$ cat config.mk
export PLATFORM = sky130hd
export DESIGN_NAME = gate_logic_unit_flat
export DESIGN_NICKNAME = d
export VERILOG_FILES = /design/src/rtl/gate_logic_unit_if.sv /design/src/rtl/gate_logic_unit.sv /design/src/flat_wrapper.sv
export SDC_FILE = /design/constraint.sdc
export NUM_CORES = 1
export LEC_CHECK = 0
export CAP_MARGIN = 20
export CORE_MARGIN = 4
export CORE_UTILIZATION = 37
export DETAILED_ROUTE_END_ITERATION = 10
export GPL_ROUTABILITY_DRIVEN = 0
export PLACE_DENSITY = 0.58
export SYNTH_ARGS = -nofsm -noshare
export SYNTH_HDL_FRONTEND = slang
export SYNTH_SLANG_ARGS = --single-unit
$ cat constraint.sdc
create_clock -name clk -period 3.5 [get_ports clk]
set_clock_uncertainty 0.15 [all_clocks]
set_input_delay 0.35 -clock clk [delete_from_list [all_inputs] [get_ports clk]]
set_output_delay 0.35 -clock clk [all_outputs]
set_load 0.03 [all_outputs]
$ cat src/rtl/gate_logic_unit_if.sv
`default_nettype none
// ============================================================================
// Module      : gate_logic_unit_if
// Description : Operand/result handshake bundle for gate_logic_unit.
//               master = operand source + result consumer, slave = the unit.
//               Operand side : in_valid/in_ready, op, acc_mode, acc_clr, a, b
//               Result side  : out_valid/out_ready, y, zero, ones, parity,
//                              txn_cnt
// Revision    : 1.0 - initial release
// ============================================================================
interface gate_logic_unit_if #(
    parameter int WIDTH = 8,
    parameter int CNT_W = 16
) ();
    logic             in_valid;
    logic             in_ready;
    logic [2:0]       op;
    logic             acc_mode;
    logic             acc_clr;
    logic [WIDTH-1:0] a;
    logic [WIDTH-1:0] b;
    logic             out_valid;
    logic             out_ready;
    logic [WIDTH-1:0] y;
    logic             zero;
    logic             ones;
    logic             parity;
    logic [CNT_W-1:0] txn_cnt;

    modport master (
        output in_valid, op, acc_mode, acc_clr, a, b, out_ready,
        input  in_ready, out_valid, y, zero, ones, parity, txn_cnt
    );

    modport slave (
        input  in_valid, op, acc_mode, acc_clr, a, b, out_ready,
        output in_ready, out_valid, y, zero, ones, parity, txn_cnt
    );
endinterface
`default_nettype wire

$ cat src/rtl/gate_logic_unit.sv
`default_nettype none
// ============================================================================
// Module      : gate_logic_unit
// Description : Two-stage pipelined bitwise gate unit with valid/ready on
//               both sides, accumulator feedback and a delivery counter.
//   clk   - rising-edge clock
//   rst_n - asynchronous active-low reset
//   bus   - gate_logic_unit_if.slave (operands in, result + flags out)
// Revision    : 1.0 - initial release
// ============================================================================
module gate_logic_unit #(
    parameter int WIDTH = 8,
    parameter int CNT_W = 16
) (
    input  wire logic         clk,
    input  wire logic         rst_n,
    gate_logic_unit_if.slave  bus
);

    localparam logic [2:0] c_OP_AND  = 3'd0;
    localparam logic [2:0] c_OP_OR   = 3'd1;
    localparam logic [2:0] c_OP_XOR  = 3'd2;
    localparam logic [2:0] c_OP_XNOR = 3'd3;
    localparam logic [2:0] c_OP_NAND = 3'd4;
    localparam logic [2:0] c_OP_NOR  = 3'd5;
    localparam logic [2:0] c_OP_NOTB = 3'd6;

    // Stage 1 (captured operands)
    logic             s1_valid_q, s1_valid_d;
    logic [WIDTH-1:0] a_q, a_d;
    logic [WIDTH-1:0] b_q, b_d;
    logic [2:0]       op_q, op_d;
    logic             accm_q, accm_d;

    // Stage 2 (result + flags)
    logic             out_valid_q, out_valid_d;
    logic [WIDTH-1:0] y_q, y_d;
    logic             zero_q, zero_d;
    logic             ones_q, ones_d;
    logic             parity_q, parity_d;

    logic [WIDTH-1:0] acc_q, acc_d;
    logic [CNT_W-1:0] cnt_q, cnt_d;

    logic             w_s2_adv;
    logic             w_accept;
    logic             w_deliver;
    logic [WIDTH-1:0] w_opa;
    logic [WIDTH-1:0] w_res;

    assign w_s2_adv  = s1_valid_q && (!out_valid_q || bus.out_ready);
    assign w_accept  = bus.in_valid && bus.in_ready;
    assign w_deliver = out_valid_q && bus.out_ready;

    // Stage 1 frees up in the same cycle it hands over to stage 2, which is
    // what sustains one transfer per cycle.
    assign bus.in_ready = !s1_valid_q || w_s2_adv;

    // Operand A comes from the accumulator, which already reflects the result
    // computed at the previous edge, so chained accumulate ops run at full rate.
    assign w_opa = accm_q ? acc_q : a_q;

    always_comb begin
        w_res = '0;
        case (op_q)
            c_OP_AND:  w_res = w_opa & b_q;
            c_OP_OR:   w_res = w_opa | b_q;
            c_OP_XOR:  w_res = w_opa ^ b_q;
            c_OP_XNOR: w_res = ~(w_opa ^ b_q);
            c_OP_NAND: w_res = ~(w_opa & b_q);
            c_OP_NOR:  w_res = ~(w_opa | b_q);
            c_OP_NOTB: w_res = ~b_q;
            default:   w_res = w_opa;
        endcase
    end

    always_comb begin
        s1_valid_d = s1_valid_q;
        a_d        = a_q;
        b_d        = b_q;
        op_d       = op_q;
        accm_d     = accm_q;
        if (w_accept) begin
            s1_valid_d = 1'b1;
            a_d        = bus.a;
            b_d        = bus.b;
            op_d       = bus.op;
            accm_d     = bus.acc_mode;
        end else if (w_s2_adv) begin
            s1_valid_d = 1'b0;
        end
    end

    // Result registers only move on advance, so y/flags hold under backpressure.
    always_comb begin
        out_valid_d = out_valid_q;
        y_d         = y_q;
        zero_d      = zero_q;
        ones_d      = ones_q;
        parity_d    = parity_q;
        if (w_s2_adv) begin
            out_valid_d = 1'b1;
            y_d         = w_res;
            zero_d      = (w_res == '0);
            ones_d      = &w_res;
            parity_d    = ^w_res;
        end else if (w_deliver) begin
            out_valid_d = 1'b0;
        end
    end

    // Clear wins over a simultaneous load; the loaded value still goes to y.
    always_comb begin
        acc_d = acc_q;
        if (bus.acc_clr) begin
            acc_d = '0;
        end else if (w_s2_adv && accm_q) begin
            acc_d = w_res;
        end
    end

    always_comb begin
        cnt_d = cnt_q;
        if (w_deliver) begin
            cnt_d = cnt_q + CNT_W'(1);
        end
    end

    always_ff @(posedge clk or negedge rst_n) begin
        if (!rst_n) begin
            s1_valid_q  <= 1'b0;
            a_q         <= '0;
            b_q         <= '0;
            op_q        <= '0;
            accm_q      <= 1'b0;
            out_valid_q <= 1'b0;
            y_q         <= '0;
            zero_q      <= 1'b1;
            ones_q      <= 1'b0;
            parity_q    <= 1'b0;
            acc_q       <= '0;
            cnt_q       <= '0;
        end else begin
            s1_valid_q  <= s1_valid_d;
            a_q         <= a_d;
            b_q         <= b_d;
            op_q        <= op_d;
            accm_q      <= accm_d;
            out_valid_q <= out_valid_d;
            y_q         <= y_d;
            zero_q      <= zero_d;
            ones_q      <= ones_d;
            parity_q    <= parity_d;
            acc_q       <= acc_d;
            cnt_q       <= cnt_d;
        end
    end

    assign bus.out_valid = out_valid_q;
    assign bus.y         = y_q;
    assign bus.zero      = zero_q;
    assign bus.ones      = ones_q;
    assign bus.parity    = parity_q;
    assign bus.txn_cnt   = cnt_q;

endmodule
`default_nettype wire

$ cat src/flat_wrapper.sv
// flat-port wrapper written by rule: the top's interface ports become plain ports
module gate_logic_unit_flat 
#(
    parameter int WIDTH = 8,
    parameter int CNT_W = 16
)
  (clk, rst_n, bus_in_valid, bus_op, bus_acc_mode, bus_acc_clr, bus_a, bus_b, bus_out_ready, bus_in_ready, bus_out_valid, bus_y, bus_zero, bus_ones, bus_parity, bus_txn_cnt);
  gate_logic_unit_if #(.WIDTH(WIDTH), .CNT_W(CNT_W)) bus_i ();
  input  wire logic clk;
  input  wire logic rst_n;
  input wire logic [$bits(bus_i.in_valid)-1:0] bus_in_valid;
  input wire logic [$bits(bus_i.op)-1:0] bus_op;
  input wire logic [$bits(bus_i.acc_mode)-1:0] bus_acc_mode;
  input wire logic [$bits(bus_i.acc_clr)-1:0] bus_acc_clr;
  input wire logic [$bits(bus_i.a)-1:0] bus_a;
  input wire logic [$bits(bus_i.b)-1:0] bus_b;
  input wire logic [$bits(bus_i.out_ready)-1:0] bus_out_ready;
  output wire logic [$bits(bus_i.in_ready)-1:0] bus_in_ready;
  output wire logic [$bits(bus_i.out_valid)-1:0] bus_out_valid;
  output wire logic [$bits(bus_i.y)-1:0] bus_y;
  output wire logic [$bits(bus_i.zero)-1:0] bus_zero;
  output wire logic [$bits(bus_i.ones)-1:0] bus_ones;
  output wire logic [$bits(bus_i.parity)-1:0] bus_parity;
  output wire logic [$bits(bus_i.txn_cnt)-1:0] bus_txn_cnt;
  assign bus_i.in_valid = bus_in_valid;
  assign bus_i.op = bus_op;
  assign bus_i.acc_mode = bus_acc_mode;
  assign bus_i.acc_clr = bus_acc_clr;
  assign bus_i.a = bus_a;
  assign bus_i.b = bus_b;
  assign bus_i.out_ready = bus_out_ready;
  assign bus_in_ready = bus_i.in_ready;
  assign bus_out_valid = bus_i.out_valid;
  assign bus_y = bus_i.y;
  assign bus_zero = bus_i.zero;
  assign bus_ones = bus_i.ones;
  assign bus_parity = bus_i.parity;
  assign bus_txn_cnt = bus_i.txn_cnt;
  gate_logic_unit #(.WIDTH(WIDTH), .CNT_W(CNT_W)) u_core (.clk(clk), .rst_n(rst_n), .bus(bus_i));
endmodule
# Word-level counts from Yosys, hierarchy flattened
# Cells that the tools add are included.
[op_classes]
n_addsub = 1
mul = 0
div = 0
order_cmp = 0
eq_ne = 6
n_shift = 0
n_mux = 8
n_bitwise = 7
n_reduce_logical = 15
[ops]
columns = ["operator", "n"]
rows = [
  ["case mux 8 bit (7 select lines)", 1],
  ["inverter 8 bit", 4],
  ["two-way mux 8 bit", 3],
  ["adder 16 x 1 -> 16 bit (second input constant)", 1],
  ["equality test 3 bit (second input constant)", 3],
  ["bitwise AND 8 bit", 1],
  ["zero test 8 bit", 1],
  ["bitwise OR 8 bit", 1],
  ["AND reduction 8 bit", 1],
  ["parity 8 bit", 1],
  ["XOR 8 bit", 1],
  ["equality test 3 x 2 -> 1 bit (second input constant)", 2],
  ["nonzero test 2 bit", 3],
  ["logical AND 1 bit", 4],
  ["two-way mux 1 bit", 4],
  ["equality test 3 x 1 -> 1 bit (second input constant)", 1],
  ["zero test 3 bit", 1],
  ["zero test 1 bit", 2],
  ["logical OR 1 bit", 2],
]
[totals]
regBits = 57
latch_bits = 0
ramBits = 0
rom_bits = 0
word_cells = 49
memories = 0

# Longest topological paths before layout
[logic_depth]
depth_word = 6
depth_mapped = 12
depth_no_buf = 11

# Worst setup path after synthesis
# No wires, ideal clock.
[synth_timing]
kind = "register to register"
startpoint = "reg u_core.accm_q"
endpoint = "reg u_core.parity_q, in the netlist u_core.bus.parity"
setup_ns = 0.137
arrival_ns = 2.439
slack_ns = 0.774
stages_incl_launch_ff = 12
path_buffers = 1
period_less_slack_ns = 2.726
cell_sequence = "dfrtp_1 > buf_2 > mux2i_1 > ha_1 > xor2_1 > o221ai_1 > o311a_1 > or2_2 > ha_1 > xnor2_1 > xnor2_1 > o21ai_0"
[synth_between]
elab_chain_len = 5
[synth_lines]
columns = ["item", "line_no", "text"]
rows = [
  ["start, declared", "gate_logic_unit.sv:33", "logic accm_q, accm_d;"],
  ["start signal, assigned", "gate_logic_unit.sv:148", "accm_q <= accm_d;"],
  ["two-way mux 8 bit (*)", "gate_logic_unit.sv:61", "assign w_opa = accm_q ? acc_q : a_q;"],
  ["bitwise OR 8 bit, or another cell as far along", "gate_logic_unit.sv:67, gate_logic_unit.sv:71", ""],
  ["inverter 8 bit (on tied branches)", "gate_logic_unit.sv:71, gate_logic_unit.sv:69, gate_logic_unit.sv:70", ""],
  ["case mux 8 bit (7 select lines) (*)", "gate_logic_unit.sv:65", "case (op_q)"],
  ["parity 8 bit (*)", "gate_logic_unit.sv:106", "parity_d = ^w_res;"],
  ["end signal, assigned", "gate_logic_unit.sv:153", "parity_q <= parity_d;"],
  ["end, declared", "gate_logic_unit.sv:40", "logic parity_q, parity_d;"],
]
# Mark *: on every way between the ends. The rest lies on a longest branch, timed or not.
# A chain may end at the register's enable or synchronous reset.

# Final worst setup path
# Ends and elaborated chain as after synthesis.

==> flow_summary.ini <==
[run_status]
status = complete, no violations

[layout]
diodes = 0
final_cell_mix = dfrtp_1, clkdlybuf4s50_1, mux2_2, nand2_1
final_layout_size_suffix_gt1_share_pct = 18.1
nFillCells = 823
final_common_cell = dfrtp_1
fin_cells = 479
nets = 416
syn_to_final_growth_pct = 24.2

[clocking]
cts-resized-gates = 0
clk_pin_slew_ps = 70
clockBufferDepth = 2
clock_sinks = 57
cts_tree = yes
cts-buffers-inserted = 9
cts_max_level = 3
postCtsHoldBufs = 1
cts_setup_buffers = 0
clock_latency_ps = 340
cts-root-buf = clkbuf_8

[timing]
slew_headroom_pct = 35.4
tightest_slew_ps = 969
max_freq_mhz = 315
maxSlewViolCount = 0
worst_hold_slack_ps = 326
rsz0062_at_grt = no
period_needed_ps = 3180
hold_violations = 0
fin_ws_ps = 324
finalSetupViolCount = 0
fin_tns_setup_ps = 0
timing.final.crit_share_pct = 90.8

[yosys]
syn_nets = 359
yosysWarnings = 0
ys_ff_latch = 57
ys_types = 45
synth-compound-area-share_pct = 10.4
synth_cells = 309
synth_mux_area_share_pct = 16.8
synth-xor-area-share_pct = 5.12
netlist_area_um2 = 3420
async_flop_share_pct = 100
synthAdderAreaFrac_pct = 9.15
syn_area_per_cell_um2 = 11.1
synth_edf_count = 0
synth_top_family_by_area = multiplexers
ys.flop_type = dfrtp_1
synth-seq-area-share_pct = 41.7
synth-simple-area-share_pct = 11.6

[routing]
drt_iter0_markers = 96
routed_wl_mm = 7.55
viasPerCell = 5.20
ant_nets = 0
drc_errors = 0
wl_per_cell_um = 15.8
drt_first_pass_iters = 5
num_vias = 2489

[floorplanning]
rows = 34
io_pins = 54
die_h_um = 104
die_w_um = 104
start_util_pct = 38.6
fp.dieArea_um2 = 10800
core_area_um2 = 8850

[global_routing]
antenna_found_initial = 0
grt_pass1_wl_mm = 13.2
overflow = 0
grt_max_degree = 30
grt_usage_pct = 15.1
first_global_vias = 2621

[setup_path]
reg2reg_from = u_core.accm_q
start_kind = flop
crit_arrival_ps = 3230
cp_max_fo = 11
r2r-end = u_core.bus.parity
critPathKind = flop to flop
rrSetupSlack_ps = 320
worst-r2r-cell-count = 10
crit_required_ps = 3560
end_kind = flop

[pwr]
power.density_nw_per_um2 = 625
irDropWorstVdd_mv = 0.318
clockPowerShare_pct = 23.9
power.switching_mw = 0.996
switching_share_pct = 37.6
combinationalPowerShare_pct = 40.9
power_frac_seq_pct = 35.2
p_leak_nw = 2.01
internal_power_mw = 1.66

[run]
drv_cap = 0

[placed_design]
place_ws_ps = 346
place_hpwl_mm = 5.42
dp.cells = 462
numPortBuffers = 53

[hold_path]
hold_depth = 1
hold_start = u_core.bus.txn_cnt[15]
min_path_type = flop to flop
min_delay_worst_endpoint = u_core.bus.txn_cnt[15]
-- cells by family (layout without fill, tap and decap cells) --
group / count (synthesis) / after routing
xor+xnor: 20 / 20
compound gates: 38 / 38
mux: 53 / 53
flops: 57 / 57
fa+ha+maj: 25 / 25
simple gates: 78 / 78
buf+inv: 38 / 100
-- synthesized netlist by cell type (2+ instances only) --
library cell,count,area share (%)
a22oi_1,3,0.66
nand2_1,29,3.2
or3b_1,2,0.51
buf_2,4,0.59
xor2_1,5,1.3
o22a_1,2,0.51
ha_1,25,9.1
mux2i_1,19,5.6
dfrtp_1,56,41
o211ai_2,2,0.73
nor2_1,6,0.66
xnor2_1,15,3.8
nor3_1,3,0.44
nand3_1,8,1.2
o21ai_0,4,0.59
a21boi_2,4,1.3
o221ai_1,6,1.5
nor2b_1,3,0.55
nand4_1,6,1.1
clkbuf_1,2,0.22
a21boi_1,2,0.44
nand2b_1,6,1.1
a41o_1,6,1.8
buf_6,3,0.99
and3_1,9,1.6
mux2_2,33,11
buf_4,2,0.44
and2_1,2,0.37
or2_2,2,0.37
inv_1,25,2.7
-- per-layer routing --
layer | up-vias | track usage, % | routed length, um
met5 | - | 0 | 0
met1 | 1220 | 20.1 | 3640
met3 | 16 | 4.47 | 339
met2 | 55 | 22.8 | 3390
met4 | 0 | 6.55 | 169
li1 | 1198 | - | -
-- area by class of cell --
class                           count  area, um^2  share of cell area (%)
Sequential cell                    57        1430                    33.6
Clock buffer                       10         138                    3.24
Inverter                           25        93.8                    2.21
Multi-Input combinational cell    214        1810                    42.7
Timing Repair Buffer               59         573                    13.5
Tap cell                          108         135                    3.18
Clock inverter                      6        66.3                    1.56
-- registers in the layout (all words and copies together) (netlist names), 3 cells and up --
name	cells
u_core.a_q	8
u_core.bus.y	8
u_core.op_q	3
u_core.acc_q	8
u_core.bus.txn_cnt	16
u_core.b_q	8
-- critical path, cell delays in order (launching register included) --
cell and delay [ps]:
dfrtp_1 680, mux2i_1 420, ha_1 310, xor2_1 150
o221ai_1 130, o311a_1 200, or2_2 300, ha_1 310
xnor2_1 170, xnor2_1 130, o21ai_0 80
-- stage by stage --
| stage | total power [mW] | instance area, um^2 | util (%) |
|---|---|---|---|
| 5_1_grt | 2.84 | 4250 | 48.0 |
| 3_3_place_gp | 2.02 | 4030 | 45.6 |
| 2_1_floorplan | 1.67 | 3420 | - |
| 6_report | 2.65 | 4250 | 48.0 |
| 4_1_cts | 2.69 | 4250 | 48.0 |
| 3_5_place_dp | 2.03 | 4030 | 45.6 |
-- power groups by stage --
stage                     logic (mW)  registers, mW  clock network [mW]
final                           1.08          0.933               0.635
after global routing            1.18          0.960               0.695
after CTS                       1.10          0.934               0.663
after detailed placement        1.09          0.944                   0
after global placement          1.08          0.944                   0
after floorplan                0.608           1.06                   0
-- worst max-delay path by stage --
stage / slack, ps / endpoint / cells past startpoint / from
after floorplan: 770 / u_core.bus.parity / 11 / u_core.accm_q
after global placement: 330 / u_core.bus.parity / 10 / u_core.accm_q
after detailed placement: 350 / u_core.bus.parity / 10 / u_core.accm_q
after CTS: 340 / u_core.bus.parity / 10 / u_core.accm_q
after global routing: 170 / u_core.bus.parity / 10 / u_core.accm_q
final: 320 / u_core.bus.parity / 10 / u_core.accm_q
(Power assumes the default switching activity.)
